==> src/rtl/vga_timing_pkg.sv <==
// Purpose : shared 640x480@60 raster constants and helpers for the VGA timing block.
// Latency : n/a (package only).
// Backpressure: n/a (package only).
package vga_timing_pkg;

  // 640x480@60, 25.175 MHz (25 MHz works with every monitor tried so far).
  localparam int H_ACTIVE_DEF = 640;
  localparam int H_FP_DEF     = 16;
  localparam int H_SYNC_DEF   = 96;
  localparam int H_BP_DEF     = 48;
  localparam int V_ACTIVE_DEF = 480;
  localparam int V_FP_DEF     = 10;
  localparam int V_SYNC_DEF   = 2;
  localparam int V_BP_DEF     = 33;

  // Both syncs are negative-going in this mode.
  localparam bit HS_POL_DEF   = 1'b0;
  localparam bit VS_POL_DEF   = 1'b0;

  localparam int CNT_W_DEF    = 11;

  // Length of one axis period: active + front porch + sync + back porch.
  function automatic int vga_total(input int active, input int fp,
                                   input int sync, input int bp);
    return active + fp + sync + bp;
  endfunction

  // An axis is usable when every region is at least one unit long and the
  // last count value fits into the counter.
  function automatic bit vga_axis_legal(input int active, input int fp,
                                        input int sync, input int bp,
                                        input int cnt_w);
    longint last;
    last = longint'(vga_total(active, fp, sync, bp)) - 1;
    return (active >= 1) && (fp >= 1) && (sync >= 1) && (bp >= 1) &&
           (cnt_w >= 1) && (cnt_w <= 31) && (last < (longint'(1) << cnt_w));
  endfunction

endpackage

==> src/rtl/vga_axis_timer.sv <==
// Purpose : one raster axis - free-running counter with wrap, active flag and sync window.
// Latency : count is registered; wrap/active/sync are combinational decodes of the current count.
// Backpressure: none; the count advances on every cycle where step is high.
//
// Ports:
//   pixel_clk, rst_n   clock, asynchronous active-low reset
//   step               advance the counter this cycle
//   count [CNT_W]      current position on this axis
//   wrap               count is at TOTAL-1 and step is high (next count is 0)
//   active             count < ACTIVE
//   sync               POL inside ACTIVE+FP <= count < ACTIVE+FP+SYNC, ~POL elsewhere
module vga_axis_timer
  import vga_timing_pkg::*;
#(
  parameter int ACTIVE = H_ACTIVE_DEF,
  parameter int FP     = H_FP_DEF,
  parameter int SYNC   = H_SYNC_DEF,
  parameter int BP     = H_BP_DEF,
  parameter bit POL    = HS_POL_DEF,
  parameter int CNT_W  = CNT_W_DEF
) (
  input  logic             pixel_clk,
  input  logic             rst_n,
  input  logic             step,
  output logic [CNT_W-1:0] count,
  output logic             wrap,
  output logic             active,
  output logic             sync
);

  localparam int               TOTAL    = vga_total(ACTIVE, FP, SYNC, BP);
  localparam logic [CNT_W-1:0] LAST     = CNT_W'(TOTAL - 1);
  localparam logic [CNT_W-1:0] ACT_END  = CNT_W'(ACTIVE);
  localparam logic [CNT_W-1:0] SYNC_BEG = CNT_W'(ACTIVE + FP);
  localparam logic [CNT_W-1:0] SYNC_END = CNT_W'(ACTIVE + FP + SYNC);

  logic in_sync;

  assign wrap    = step && (count == LAST);
  assign active  = (count < ACT_END);
  assign in_sync = (count >= SYNC_BEG) && (count < SYNC_END);
  assign sync    = in_sync ? POL : ~POL;

  always_ff @(posedge pixel_clk or negedge rst_n) begin
    if (!rst_n) begin
      count <= '0;
    end else if (wrap) begin
      count <= '0;
    end else if (step) begin
      count <= count + CNT_W'(1);
    end
  end

  axis_params_legal: assert property (@(posedge pixel_clk)
      vga_axis_legal(ACTIVE, FP, SYNC, BP, CNT_W))
    else $error("vga_axis_timer: illegal axis parameters (active=%0d fp=%0d sync=%0d bp=%0d cnt_w=%0d)",
                ACTIVE, FP, SYNC, BP, CNT_W);

endmodule

==> src/rtl/vga_timing_gen.sv <==
// Purpose : VGA raster timing - counters, HS/VS, blanking, data-enable and line/frame strobes.
// Latency : every output is registered; outputs at edge k reflect the counter state held before edge k.
// Backpressure: none; free-running from reset release, sinks must keep up with pixel_clk.
//
// Ports:
//   pixel_clk, rst_n       pixel clock, asynchronous active-low reset
//   vga_hs, vga_vs         sync outputs at HS_POL/VS_POL while asserted
//   vga_blank_n            DAC blank, equal to de (low during blanking)
//   vga_sync_n             DAC composite sync, tied low
//   de                     active-video flag
//   x, y [CNT_W]           raw horizontal / vertical counters, blanking included
//   line_start             one-cycle pulse with pixel (0, y) for visible lines
//   frame_start            one-cycle pulse with pixel (0, 0)
module vga_timing_gen
  import vga_timing_pkg::*;
#(
  parameter int H_ACTIVE = H_ACTIVE_DEF,
  parameter int H_FP     = H_FP_DEF,
  parameter int H_SYNC   = H_SYNC_DEF,
  parameter int H_BP     = H_BP_DEF,
  parameter int V_ACTIVE = V_ACTIVE_DEF,
  parameter int V_FP     = V_FP_DEF,
  parameter int V_SYNC   = V_SYNC_DEF,
  parameter int V_BP     = V_BP_DEF,
  parameter bit HS_POL   = HS_POL_DEF,
  parameter bit VS_POL   = VS_POL_DEF,
  parameter int CNT_W    = CNT_W_DEF
) (
  input  logic             pixel_clk,
  input  logic             rst_n,
  output logic             vga_hs,
  output logic             vga_vs,
  output logic             vga_blank_n,
  output logic             vga_sync_n,
  output logic             de,
  output logic [CNT_W-1:0] x,
  output logic [CNT_W-1:0] y,
  output logic             line_start,
  output logic             frame_start
);

  logic [CNT_W-1:0] h_cnt;
  logic [CNT_W-1:0] v_cnt;
  logic             h_wrap;
  logic             v_wrap;
  logic             h_active;
  logic             v_active;
  logic             h_sync;
  logic             v_sync;
  logic             line_origin;
  logic             frame_origin;
  logic             active_px;

  vga_axis_timer #(
    .ACTIVE (H_ACTIVE),
    .FP     (H_FP),
    .SYNC   (H_SYNC),
    .BP     (H_BP),
    .POL    (HS_POL),
    .CNT_W  (CNT_W)
  ) u_h_axis (
    .pixel_clk (pixel_clk),
    .rst_n     (rst_n),
    .step      (1'b1),
    .count     (h_cnt),
    .wrap      (h_wrap),
    .active    (h_active),
    .sync      (h_sync)
  );

  // The vertical axis steps once per line, on the horizontal wrap, so a
  // simultaneous wrap of both axes lands on (0, 0).
  vga_axis_timer #(
    .ACTIVE (V_ACTIVE),
    .FP     (V_FP),
    .SYNC   (V_SYNC),
    .BP     (V_BP),
    .POL    (VS_POL),
    .CNT_W  (CNT_W)
  ) u_v_axis (
    .pixel_clk (pixel_clk),
    .rst_n     (rst_n),
    .step      (h_wrap),
    .count     (v_cnt),
    .wrap      (v_wrap),
    .active    (v_active),
    .sync      (v_sync)
  );

  // Flags that are high exactly while the counters sit at column 0 /
  // pixel (0, 0). They are derived from the wraps one cycle early instead of
  // decoding zero on the full-width counters. Both reset high because the
  // counters reset to (0, 0).
  always_ff @(posedge pixel_clk or negedge rst_n) begin
    if (!rst_n) begin
      line_origin  <= 1'b1;
      frame_origin <= 1'b1;
    end else begin
      line_origin  <= h_wrap;
      frame_origin <= h_wrap & v_wrap;
    end
  end

  assign active_px = h_active & v_active;

  // Single output register stage: every output comes from the same counter
  // state, so nothing is skewed against anything else.
  always_ff @(posedge pixel_clk or negedge rst_n) begin
    if (!rst_n) begin
      vga_hs      <= ~HS_POL;
      vga_vs      <= ~VS_POL;
      de          <= 1'b0;
      vga_blank_n <= 1'b0;
      x           <= '0;
      y           <= '0;
      line_start  <= 1'b0;
      frame_start <= 1'b0;
    end else begin
      vga_hs      <= h_sync;
      vga_vs      <= v_sync;
      de          <= active_px;
      vga_blank_n <= active_px;
      x           <= h_cnt;
      y           <= v_cnt;
      line_start  <= line_origin & v_active;
      frame_start <= frame_origin;
    end
  end

  // Composite sync is not used by the DAC on this board.
  assign vga_sync_n = 1'b0;

  origin_flags_consistent: assert property (@(posedge pixel_clk) disable iff (!rst_n)
      (line_origin == (h_cnt == '0)) && (frame_origin == ((h_cnt == '0) && (v_cnt == '0))))
    else $error("vga_timing_gen: origin flags out of step with counters");

endmodule

==> config.mk <==
export PLATFORM = sky130hd
export DESIGN_NAME = vga_timing_gen
export DESIGN_NICKNAME = d
export VERILOG_FILES = /design/src/rtl/vga_timing_pkg.sv /design/src/rtl/vga_axis_timer.sv /design/src/rtl/vga_timing_gen.sv
export SDC_FILE = /design/constraint.sdc
export NUM_CORES = 1
export LEC_CHECK = 0
export ABC_CLOCK_PERIOD_IN_PS = 2700
export BUFFER_PORTS_ARGS = -buffer_cell sky130_fd_sc_hd__buf_2
export CAP_MARGIN = 30
export CORE_UTILIZATION = 55
export CTS_BUF_LIST = sky130_fd_sc_hd__clkbuf_4
export CTS_CLUSTER_DIAMETER = 60
export CTS_CLUSTER_SIZE = 16
export DETAILED_ROUTE_END_ITERATION = 10
export PLACE_DENSITY_LB_ADDON = 0.08
export SLEW_MARGIN = 20
export SYNTH_ARGS = -nofsm -noshare
export SYNTH_HDL_FRONTEND = slang
export SYNTH_HIERARCHICAL = 1
export SYNTH_SLANG_ARGS = --single-unit
==> constraint.sdc <==
create_clock -name pixel_clk -period 2.7 [get_ports pixel_clk]
set_input_delay 0.27 -clock pixel_clk [delete_from_list [all_inputs] [get_ports pixel_clk]]
set_output_delay 0.27 -clock pixel_clk [all_outputs]
set_load 0.01 [all_outputs]
### After elaboration in Yosys (flattened, before gate mapping)

Cells that the tools add are included.

| word-level totals | value |
|---|---|
| bits in writable memories | 0 |
| latch bits | 0 |
| register bits | 51 |
| input bits | 2 |
| memories | 0 |
| logic and storage cells | 33 |
| bits in read-only memories | 0 |

| cells by class | value |
|---|---|
| divide/modulo/power cells | 0 |
| multiply operators | 0 |
| shift-type cells | 0 |
| muxes and demuxes | 5 |
| eq/ne operators | 2 |
| add/sub/neg operators | 2 |
| bitwise operators | 3 |
| reduce and logical (&&, ||, !) cells | 4 |
| $lt $le $gt $ge | 6 |

Operators with widths:

| kind | number |
|---|---|
| two-way mux 11 bit | 3 |
| adder 11 x 1 -> 11 bit (second input constant) | 2 |
| == test 11 x 10 -> 1 bit (second input constant) | 2 |
| < comparator 11 x 10 -> 1 bit (second input constant) | 2 |
| < comparator 11 x 9 -> 1 bit (second input constant) | 2 |
| greater-or-equal comparator 11 x 10 -> 1 bit (second input constant) | 1 |
| greater-or-equal comparator 11 x 9 -> 1 bit (second input constant) | 1 |
| AND 1 bit | 3 |
| logical AND 1 bit | 3 |
| two-way mux 1 bit | 2 |
| nonzero test 2 bit | 1 |

### Longest topological paths before layout

Gate-level depths: netlist (run 1).

| depth | value |
|---|---|
| depth in word-level cells | 3 |
| mapped depth | 6 |
| gate-level depth less buffers | 6 |

### By module

Netlist (run 1), hierarchy kept.

Modules (own cells, without submodules):

| module | sequential area each (sq um) | area each (sq um) | instances | cells each |
|---|---|---|---|---|
| vga_timing_gen | 730.7 | 772.0 | 1 | 36 |
| vga_axis_timer at u_h_axis | 275.3 | 608.1 | 1 | 63 |
| vga_axis_timer at u_v_axis | 275.3 | 596.8 | 1 | 54 |

### Least setup slack after synthesis (run 1)

Ideal clock, no wire load.

| timing path | value |
|---|---|
| kind | register to register |
| start | reg u_h_axis.count[5] |
| end | reg u_v_axis.count[9] |
| required time | 2.623 ns |
| setup slack | 0.348 ns |
| stages on the path, launching flop included | 6 |
| path buffers | 0 |
| library setup time | 0.077 ns |
| arrival time | 2.275 ns |
| clock period less this slack | 2.352 ns |
| cell sequence | dfrtp_1 > or4b_4 > nor4_4 > nand4_1 > or4_1 > a21oi_1 |

| between the ends | value |
|---|---|
| word-level cells in the longest chain between the ends | 3 |
| elaborated cells between the ends (all ways) | 4 |
| those cells by class | eq/ne: 1; mux: 1; reduce/logical: 2 |

Ends and longest elaborated chain:

| what | RTL line | text |
|---|---|---|
| start, declared | vga_axis_timer.sv:25 | `output logic [CNT_W-1:0] count,` |
| start signal, assigned | vga_axis_timer.sv:50 | `count <= count + CNT_W'(1);` |
| == test 11 x 10 -> 1 bit * | vga_axis_timer.sv:39 | `assign wrap = step && (count == LAST);` |
| net h_wrap | vga_timing_gen.sv:44 | `logic h_wrap;` |
| logical AND 1 bit | vga_axis_timer.sv:39 |  |
| two-way mux 11 bit / nonzero test 2 bit (equally long branches) | n/a |  |
| end signal, assigned | vga_axis_timer.sv:50 |  |
| end, declared | vga_axis_timer.sv:25 |  |

The timed path passes the listed nets; every way through them passes the cells marked *.
A chain may end at the register's enable or synchronous reset.

### Worst setup path after layout (run 1)

| timing path | value |
|---|---|
| start | reg u_h_axis.count[5] |
| end | reg u_v_axis.count[1] |

| between the ends | value |
|---|---|
| word-level cells in the longest chain between the ends | 3 |
| elaborated cells between the ends (all ways) | 4 |
| those cells by class | eq/ne: 1; mux: 1; reduce/logical: 2 |

Ends and longest elaborated chain:

| what | RTL line | text |
|---|---|---|
| == test 11 x 10 -> 1 bit * | vga_axis_timer.sv:39 |  |
| net h_wrap | vga_timing_gen.sv:44 |  |
| logical AND 1 bit * | vga_axis_timer.sv:39 |  |
| net v_wrap | vga_timing_gen.sv:45 | `logic v_wrap;` |
| two-way mux 11 bit / nonzero test 2 bit (equally long branches) | n/a |  |

Marks and branches as above.

==> flow_summary.toml, run 1 <==
[power_and_ir_drop]
vdd_ir_drop_max_mv = 0.388
powerDensity_nw_per_um2 = 624
power.leakage_nw = 1.09

[clock_tree]
clkSlewWorstSetupHoldPaths_ps = 130
cts_tree = "yes"
cts_buffers = 5
cts-root-buf = "clkbuf_4"
postCtsSetupBuffers = 0
clock_sinks = 51
hold_buffers = 1
cts_resized = 0
cts_buffer_depth = 2
clock_latency_ps = 360
htreeDepth = 2

[cells_and_area]
fin_util_pct = 66.4
n_antenna_cell = 0
syn2layout_area_growth_pct = 13.9
fillCellCount = 277
drive_gt1_share_pct = 27.5
nets = 194

[placed_design]
gp_congestion = 0.886
port_buffers = 29
dp_hpwl_um = 2360

[global_routing]
grt_pass1_vias = 1151
gr-total-overflow = 0
grt_first_pass_wirelength_um = 5130
grt_usage_pct = 19.2
grt_antenna_before_repair = 0
grt_max_degree = 36

[floorplan]
initial_utilization_pct = 58.3
die_h_um = 62.0
dieArea_sq_um = 3840
rows = 21
die_x_um = 62.0
io-pin-count = 31
core_area_sq_um = 3390

[worst_setup_path]
worst-path-buf-inv = 0
path_delay_family = "simple AND/OR/NAND/NOR gates"
cp_max_fo = 8
start_kind = "flip-flop"
arrival_ps = 2570
crit_type = "flip-flop to flip-flop"
cpPeakStageDelay_ps = 590
worstPathCellList = "or4b_4 -> nor4_4 -> nand3_1 -> nor3_4 -> o22ai_1"
crit_path_top_delay_cell = "or4b_4"
end_kind = "flip-flop"
cp.required_ps = 2920

[detailed_routing]
routedWlPerCell_um = 14.0
finalWirelength_um = 3300
first_pass_iters = 4
drt_iter0_drc = 43
drc = 0
route.vias.total = 1304
viasPerCell = 5.55
antenna_left = 0

[run_status]
status = "finished clean"

[synth]
synth_nets = 158
syn_inst = 153
synth.distinct_cells = 36
synthesis.area_sq_um = 1980
synthMostInstantiatedCell = "dfrtp_1"
synth_warnings = 6
synth_commonest_cells = "dfrtp_1 (47), nand2_1 (8), nor2_1 (8)"
ys_seq_area_share_pct = 64.8
synth_top_area_share_pct = 59.5
syn_area_per_cell_sq_um = 12.9
ys_seq_elements = 51
synth_edf_count = 0
synthTopCellsByArea = "dfrtp_1 (59%), dfstp_2 (5.3%), xnor2_1 (2.7%), xor2_1 (2.7%), or4b_4 (2.1%)"
yosysTopAreaCell = "dfrtp_1"
synthFlopType = "dfrtp_1"
async_flop_share_pct = 100

[job]
maxCapViolations = 0

[timing]
post-route-period-util_pct = 86.9
final.min_clock_period_ps = 2350
hold_viol_final = 0
tns_ps = 0
fin_skew_ps = 15.8
whs_ps = 337
rsz0062_at_grt = "false"
setup-violations-final = 0
final_max_slew_viol_count = 0
fmax_mhz = 426

[worst_hold_path]
hp-class = "input port to asynchronous set/reset pin"
==> flip-flops by register name, summed over array words and instances (netlist names) <==
name and flops:
de 1, frame_origin 1, frame_start 1, line_origin 1
line_start 1, u_h_axis/count 11, u_v_axis/count 11, vga_hs 1
vga_vs 1, x 11, y 11
==> worst paths after layout <==
path,from,endpoint,slack [ps],depth (start not counted)
setup reg to reg,u_h_axis/count[5]$_DFFE_PN0P_,u_v_axis/count[1]$_DFFE_PN0P_,350,5
setup / recovery,u_h_axis/count[5]$_DFFE_PN0P_,u_v_axis/count[1]$_DFFE_PN0P_,350,5
hold reg to reg,frame_origin$_DFF_PN1_,frame_start$_DFF_PN0_,400,0
min in group pixel_clk,frame_origin$_DFF_PN1_,frame_start$_DFF_PN0_,400,0
hold / removal,rst_n,x[2]$_DFF_PN0_,340,2
max in group asynchronous,rst_n,line_origin$_DFF_PN1_,1780,3
==> area by class of cell <==
| class | count | area, sq um | share of cell area [%] |
|---|---|---|---|
| Multi-Input combinational cell | 92 | 648 | 28.8 |
| Inverter | 6 | 22.5 | 1.00 |
| Sequential cell | 51 | 1280 | 56.9 |
| Tap cell | 46 | 57.6 | 2.56 |
| Clock buffer | 7 | 52.6 | 2.33 |
| Timing Repair Buffer | 33 | 190 | 8.44 |
==> worst reg2reg max path, delay by kind of cell, from the launching register on <==
family             cells  cell delay, ps
and+or+nand+nor        4            1630
DFF                    1             460
AOI/OAI and AO/OA      1             120
==> placed cells by master, fill, tap and decap left out, types with 2 or more instances in the layout <==
cell / count
o21ai_0: 3
and2_1: 3
conb_1: 2
nand2b_1: 5
dfstp_2: 4
o31ai_1: 2
or4_1: 3
xor2_1: 6
a2bb2oi_1: 2
buf_4: 2
ha_1: 3
inv_1: 6
a21oi_1: 2
xnor2_1: 6
o21ai_1: 2
nand4_1: 6
nand3_1: 7
o22ai_1: 2
nor2_1: 8
buf_2: 29
dfrtp_1: 47
nor3_1: 6
clkbuf_4: 7
nand2_1: 8
or4b_4: 3
and4_1: 2
==> report_power, final <==
group	switching, W	internal, W	total (W)
clock	0.000206	0.000119	0.000324
combinational	0.0000970	0.0000811	0.000178
sequential	0.0000673	0.000835	0.000903
==> metrics by stage <==
stage	total power, W	instance area, sq um	std cells	setup WS (ps)
global placement	0.00109	2170	226	494
finish	0.00140	2250	235	354
CTS	0.00142	2250	235	370
detailed placement	0.00110	2190	227	384
global route	0.00148	2250	235	171
floorplan	0.00103	1980	153	348
==> per-layer routing <==
metal  share of wire (%)  GRT usage [%]
met1                  42           24.1
met2                  50           29.6
met3                 4.9           5.80
met4                 2.7           10.8
met5                   0              0
==> logic make-up (layout without fill, tap and decap cells) <==
kind of cell	after synthesis	in the layout	synth area share, %
multiplexers	1	1	0.506
AND/OR/NAND/NOR	58	58	18.7
XOR/XNOR	12	12	5.32
other	2	2	0.380
buffers and inverters	10	46	2.40
adder cells (fa/ha/maj)	3	3	1.90
flip-flops	51	51	64.8
AO/OA/AOI/OAI	16	16	5.95
Power figures use the tool's default switching activity.
==> run 2, diff against run 1 <==
- SYNTH_HIERARCHICAL: 1 -> not set
==> flow_summary.toml, run 2 <==
[run_status]
status = "finished clean"

[synth]
synthFlopType = "dfrtp_1"
synth_edf_count = 0
syn_inst = 151
synthTopCellsByArea = "dfrtp_1 (60%), dfstp_2 (5.4%), xor2_1 (3.1%), nand3_1 (3.1%), ha_1 (1.9%)"
ys_seq_elements = 51
synth_top_area_share_pct = 60.3
synth_nets = 156
synth.distinct_cells = 40
ys_seq_area_share_pct = 65.6
synth_warnings = 0
synthMostInstantiatedCell = "dfrtp_1"
synth_commonest_cells = "dfrtp_1 (47), nand3_1 (12), nor2_1 (10)"
yosysTopAreaCell = "dfrtp_1"
syn_area_per_cell_sq_um = 12.9
async_flop_share_pct = 100
synthesis.area_sq_um = 1950

[timing]
fmax_mhz = 489
tightest_slew_ps = 533
rsz0062_at_grt = "false"
final.min_clock_period_ps = 2050
hold_viol_final = 0
slew-limit-headroom_pct = 64.5
setup-violations-final = 0
tns_ps = 0
post-route-period-util_pct = 75.8
fin_skew_ps = 5.50
final_max_slew_viol_count = 0

[job]
maxCapViolations = 0

[cells_and_area]
layout_common_cells = "dfrtp_1 (47), buf_2 (29), nand3_1 (12)"
drive_gt1_share_pct = 26.7
fillCellCount = 286
syn2layout_area_growth_pct = 14.9
n_antenna_cell = 0
nets = 191
final_common_cell = "dfrtp_1"

[power_and_ir_drop]
power.leakage_nw = 1.09
vdd_ir_drop_max_mv = 0.332
power_w = 0.00119
powerDensity_nw_per_um2 = 532

[worst_setup_path]
worstPathCellList = "clkinv_1 -> ha_1 -> nor4bb_1 -> nand3_1 -> nand3_1 -> o21ai_0"
rr_endpoint = "u_v_axis.count[0]$_DFFE_PN0P_"
worst-path-buf-inv = 1
path_common_cell = "nand3_1"
path_delay_family = "simple AND/OR/NAND/NOR gates"
arrival_ps = 2290
r2r_cells = 6
cp.required_ps = 2950
cp_max_fo = 10
startpoint = "u_v_axis.count[0]$_DFFE_PN0P_"
cpPeakStageDelay_ps = 460
start_kind = "flip-flop"
r2r_slack_ps = 650
worstReg2RegStart = "u_v_axis.count[0]$_DFFE_PN0P_"
crit_type = "flip-flop to flip-flop"
end_kind = "flip-flop"
crit_path_top_delay_cell = "dfrtp_1"

[clock_tree]
cts-root-buf = "clkbuf_4"
postCtsSetupBuffers = 0
htreeDepth = 2
cts_buffers = 5
cts_tree = "yes"
clock_sinks = 51
clkSlewWorstSetupHoldPaths_ps = 130
cts_resized = 0
hold_buffers = 1
clock_latency_ps = 360
cts_buffer_depth = 2

[floorplan]
die_h_um = 61.6
initial_utilization_pct = 58.0
rows = 21
core_area_sq_um = 3360
dieArea_sq_um = 3790
die_x_um = 61.6
io-pin-count = 31

[placed_design]
port_buffers = 29
gp_congestion = 0.830
dp_hpwl_um = 2260

[detailed_routing]
routedWlPerCell_um = 14.3
drt_iter0_drc = 41
viasPerCell = 5.59
drc = 0
route.vias.total = 1303
antenna_left = 0
first_pass_iters = 4
finalWirelength_um = 3330

[global_routing]
grt_first_pass_wirelength_um = 5570
grt_pass1_vias = 1161
grt_max_degree = 29
gr-total-overflow = 0
grt_antenna_before_repair = 0
grt_usage_pct = 20.8

[worst_hold_path]
hp-class = "input port to asynchronous set/reset pin"
run 2: changes by cell type after synthesis, moves of 3 or more:
cell | previous run | this run
and3_1 | 0 | 3
nand2b_1 | 5 | 0
nor3_1 | 6 | 2
inv_1 | 6 | 1
nand3_1 | 7 | 12
clkinv_1 | 0 | 3
or4b_4 | 3 | 0
o21ai_0 | 3 | 6
run 2: where the power goes:
| part | total, W | internal, W | switching [W] |
|---|---|---|---|
| Sequential | 0.000764 | 0.000764 | 0 |
| Clock | 0.000409 | 0.000191 | 0.000218 |
| Combinational | 0.0000193 | 0.00000435 | 0.0000149 |
| Total | 0.00119 | 0.000959 | 0.000233 |
run 2: final cells by class:
type	count	area, sq um	share of cell area (%)
clock inverter	3	38.8	1.73
timing repair buffer	31	175	7.81
clock buffer	5	37.5	1.67
sequential	51	1280	57.1
tap	46	57.6	2.57
multi-input combinational	93	637	28.4
inverter	4	15.0	0.670
run 2: logic make-up (layout without fill, tap and decap cells):
logic type               count (synthesis)  after routing  synth area share [%]
XOR/XNOR                                11             11                  4.94
buffers and inverters                    7             43                  1.73
flip-flops                              51             51                  65.6
AO/OA/AOI/OAI                           15             15                  4.49
AND/OR/NAND/NOR                         60             60                  19.5
other                                    1              1                 0.192
multiplexers                             3              3                  1.60
adder cells (fa/ha/maj)                  3              3                  1.92
run 2: how the worst max path moves through the flow:
stage	to	depth (start not counted)
after floorplan	u_v_axis.count[8]$_DFFE_PN0P_	6
after global placement	u_v_axis.count[0]$_DFFE_PN0P_	6
after detailed placement	u_v_axis.count[0]$_DFFE_PN0P_	6
after CTS	u_v_axis.count[0]$_DFFE_PN0P_	6
after global routing	u_v_axis.count[0]$_DFFE_PN0P_	6
final	u_v_axis.count[0]$_DFFE_PN0P_	6
run 2: layer usage:
metal	track usage (%)	up-vias	part of all wire (%)
met2	28.4	52	45
met3	6.09	4	6.4
met5	0	-	0
met1	30.9	639	48
met4	8.57	0	1.1
li1	-	608	-
run 2: metrics by stage:
step,utilization [%],instance area [sq um],hold WS [ps],setup WS [ps],instances
after detailed placement,64.1,2160,281,745,224
after global placement,63.5,2140,381,875,223
after CTS,66.7,2240,412,712,233
after floorplan,-,1950,-25.6,1030,151
after global routing,66.7,2240,418,467,233
final,66.7,2240,415,653,233
==> run 3, diff against run 2 <==
- ABC_AREA: not set -> 1
- ABC_CLOCK_PERIOD_IN_PS: 2700 -> 1840
- CORE_UTILIZATION: 55 -> 52
- clock period: 2.7 -> 1.84 ns (I/O delays scaled with it)
==> flow_summary.toml, run 3 <==
[detailed_routing]
routed.top_layer = "met4"
antenna_left = 0
finalWirelength_um = 3680
drt_iter0_drc = 118
drc = 0
m1WireLength_um = 1760
viasPerCell = 5.00
routedWlPerCell_um = 12.7
route.vias.total = 1445
first_pass_iters = 4
met2_length_um = 1670
dr_wl_met3_um = 204

[clock_tree]
clock_latency_ps = 360
cts_buffer_depth = 2
htreeDepth = 2
hold_buffers = 1
clkSlewWorstSetupHoldPaths_ps = 140
clock_sinks = 51
postCtsSetupBuffers = 0
cts_tree = "yes"
cts-root-buf = "clkbuf_4"
cts_buffers = 5
cts_resized = 0

[global_routing]
grt_pass1_vias = 1313
gr-total-overflow = 0
grt_usage_pct = 20.5
grt_first_pass_wirelength_um = 6180
grt_max_degree = 28
grt_antenna_before_repair = 0

[timing]
setup-violations-final = 0
timing.final.ws_setup_ps = 159
tightest_slew_ps = 559
final_max_slew_viol_count = 0
fin_skew_ps = 8.59
tns_ps = 0
rsz0062_at_grt = "false"
hold_viol_final = 0
final.min_clock_period_ps = 1680
post-route-period-util_pct = 91.4
fmax_mhz = 595
slew-limit-headroom_pct = 62.8

[synth]
synth.distinct_cells = 25
synth_warnings = 0
syn_area_per_cell_sq_um = 9.99
async_flop_share_pct = 100
synthTopCellsByArea = "dfrtp_1 (57%), nand2_1 (7.5%), dfstp_2 (5.1%), inv_1 (4.8%), nor2_1 (4.0%)"
synthMostInstantiatedCell = "dfrtp_1"
yosysTopAreaCell = "dfrtp_1"
synthFlopType = "dfrtp_1"
synthesis.area_sq_um = 2050
synth_edf_count = 0
ys_seq_area_share_pct = 62.6
synth_nets = 210
ys_seq_elements = 51
syn_inst = 205
synth_commonest_cells = "dfrtp_1 (47), nand2_1 (41), inv_1 (26)"
synth_top_area_share_pct = 57.5

[run_status]
status = "finished clean"

[cells_and_area]
drive_gt1_share_pct = 19.9
syn2layout_area_growth_pct = 13.4
nets = 245
fillCellCount = 315
final_common_cell = "dfrtp_1"
layout.cells.non_filler = 289
n_antenna_cell = 0
fin_util_pct = 62.5
layout_common_cells = "dfrtp_1 (47), nand2_1 (41), buf_2 (29)"

[placed_design]
dp_hpwl_um = 2660
port_buffers = 29
dp.cells = 280
gp_congestion = 0.858
dp_slack_ps = 197

[worst_setup_path]
crit_type = "flip-flop to flip-flop"
worstPathCellList = "ha_1 -> nand2_1 -> nor2_1 -> nand3_1 -> nor2_2 -> buf_4 -> nand2_1 -> nand3_2 -> nand2_2"
crit_path_top_delay_cell = "dfrtp_1"
cp.required_ps = 2120
path_common_cell = "nand2_1"
start_kind = "flip-flop"
cpPeakStageDelay_ps = 440
end_kind = "flip-flop"
arrival_ps = 1960
cp_max_fo = 7

[floorplan]
rows = 22
io-pin-count = 31
die_h_um = 64.7
dieArea_sq_um = 4190
core_area_sq_um = 3720
die_x_um = 64.7
initial_utilization_pct = 55.1

[worst_hold_path]
hp-class = "input port to asynchronous set/reset pin"

[job]
maxCapViolations = 0

[power_and_ir_drop]
powerDensity_nw_per_um2 = 759
vdd_ir_drop_max_mv = 0.558
power.leakage_nw = 1.24
-- run 3: changes by cell type in the layout (fill, tap and decap cells not counted), sizes merged, moves of 3 or more --
cell    change
inv        +25
nand3       +5
and3        -4
and2        -3
xnor2       -3
o21ai       +7
clkinv      -3
nor2       +13
nand2      +36
and4        -5
-- run 3: final cells by class --
class	instances	area, sq um	area share [%]
tap	48	60.1	2.59
sequential	51	1280	55.2
multi-input combinational	123	617	26.6
inverter	26	97.6	4.20
clock buffer	5	37.5	1.62
clock inverter	3	38.8	1.67
timing repair buffer	33	190	8.19
-- run 3: metal layers --
layer | vias to the layer above | global-route usage (%)
met4 | 0 | 7.50
met3 | 4 | 6.87
met5 | - | 0
met2 | 47 | 30.2
met1 | 669 | 28.2
li1 | 725 | -
-- run 3: path summary, 6_finish.rpt --
path / start / slack, ps / cells past startpoint / endpoint
worst max-delay path: u_h_axis.count[0]$_DFF_PN0_ / 160 / 9 / u_v_axis.count[9]$_DFFE_PN0P_
worst min-delay path: rst_n / 330 / 2 / u_v_axis.count[7]$_DFFE_PN0P_
worst max register to register: u_h_axis.count[0]$_DFF_PN0_ / 160 / 9 / u_v_axis.count[9]$_DFFE_PN0P_
worst min register to register: u_h_axis.count[9]$_DFF_PN0_ / 390 / 0 / x[9]$_DFF_PN0_
max in group asynchronous: rst_n / 920 / 3 / frame_origin$_DFF_PN1_
min in group pixel_clk: u_h_axis.count[9]$_DFF_PN0_ / 390 / 0 / x[9]$_DFF_PN0_
-- run 3: logic make-up (layout without fill, tap and decap cells) --
logic type	after synthesis	in the layout	synth area share, %
AO/OA/AOI/OAI	16	16	3.91
buffers and inverters	31	67	7.27
other	1	1	0.183
adder cells (fa/ha/maj)	3	3	1.83
AND/OR/NAND/NOR	97	97	21.6
flip-flops	51	51	62.6
XOR/XNOR	6	6	2.57
-- run 3: power breakdown --
group           total, W  internal (W)  switching [W]
clock           0.000613      0.000280       0.000334
sequential       0.00112       0.00112              0
combinational  0.0000282    0.00000637      0.0000218
-- run 3: worst max-delay path: cells and delay by family, from the launching register on --
kind / cells / cell delay, ps
flip-flops: 1 / 440
adder cells (fa/ha/maj): 1 / 240
buffers and inverters: 1 / 200
AND/OR/NAND/NOR: 7 / 720
-- run 3: stage by stage --
stage / power [W] / hold WS [ps] / cell area (sq um)
finish: 0.00176 / 329 / 2320
global route: 0.00184 / 361 / 2320
detailed placement: 0.00117 / 214 / 2240
CTS: 0.00178 / 348 / 2320
floorplan: 0.00114 / -112 / 2050
global placement: 0.00117 / 205 / 2240
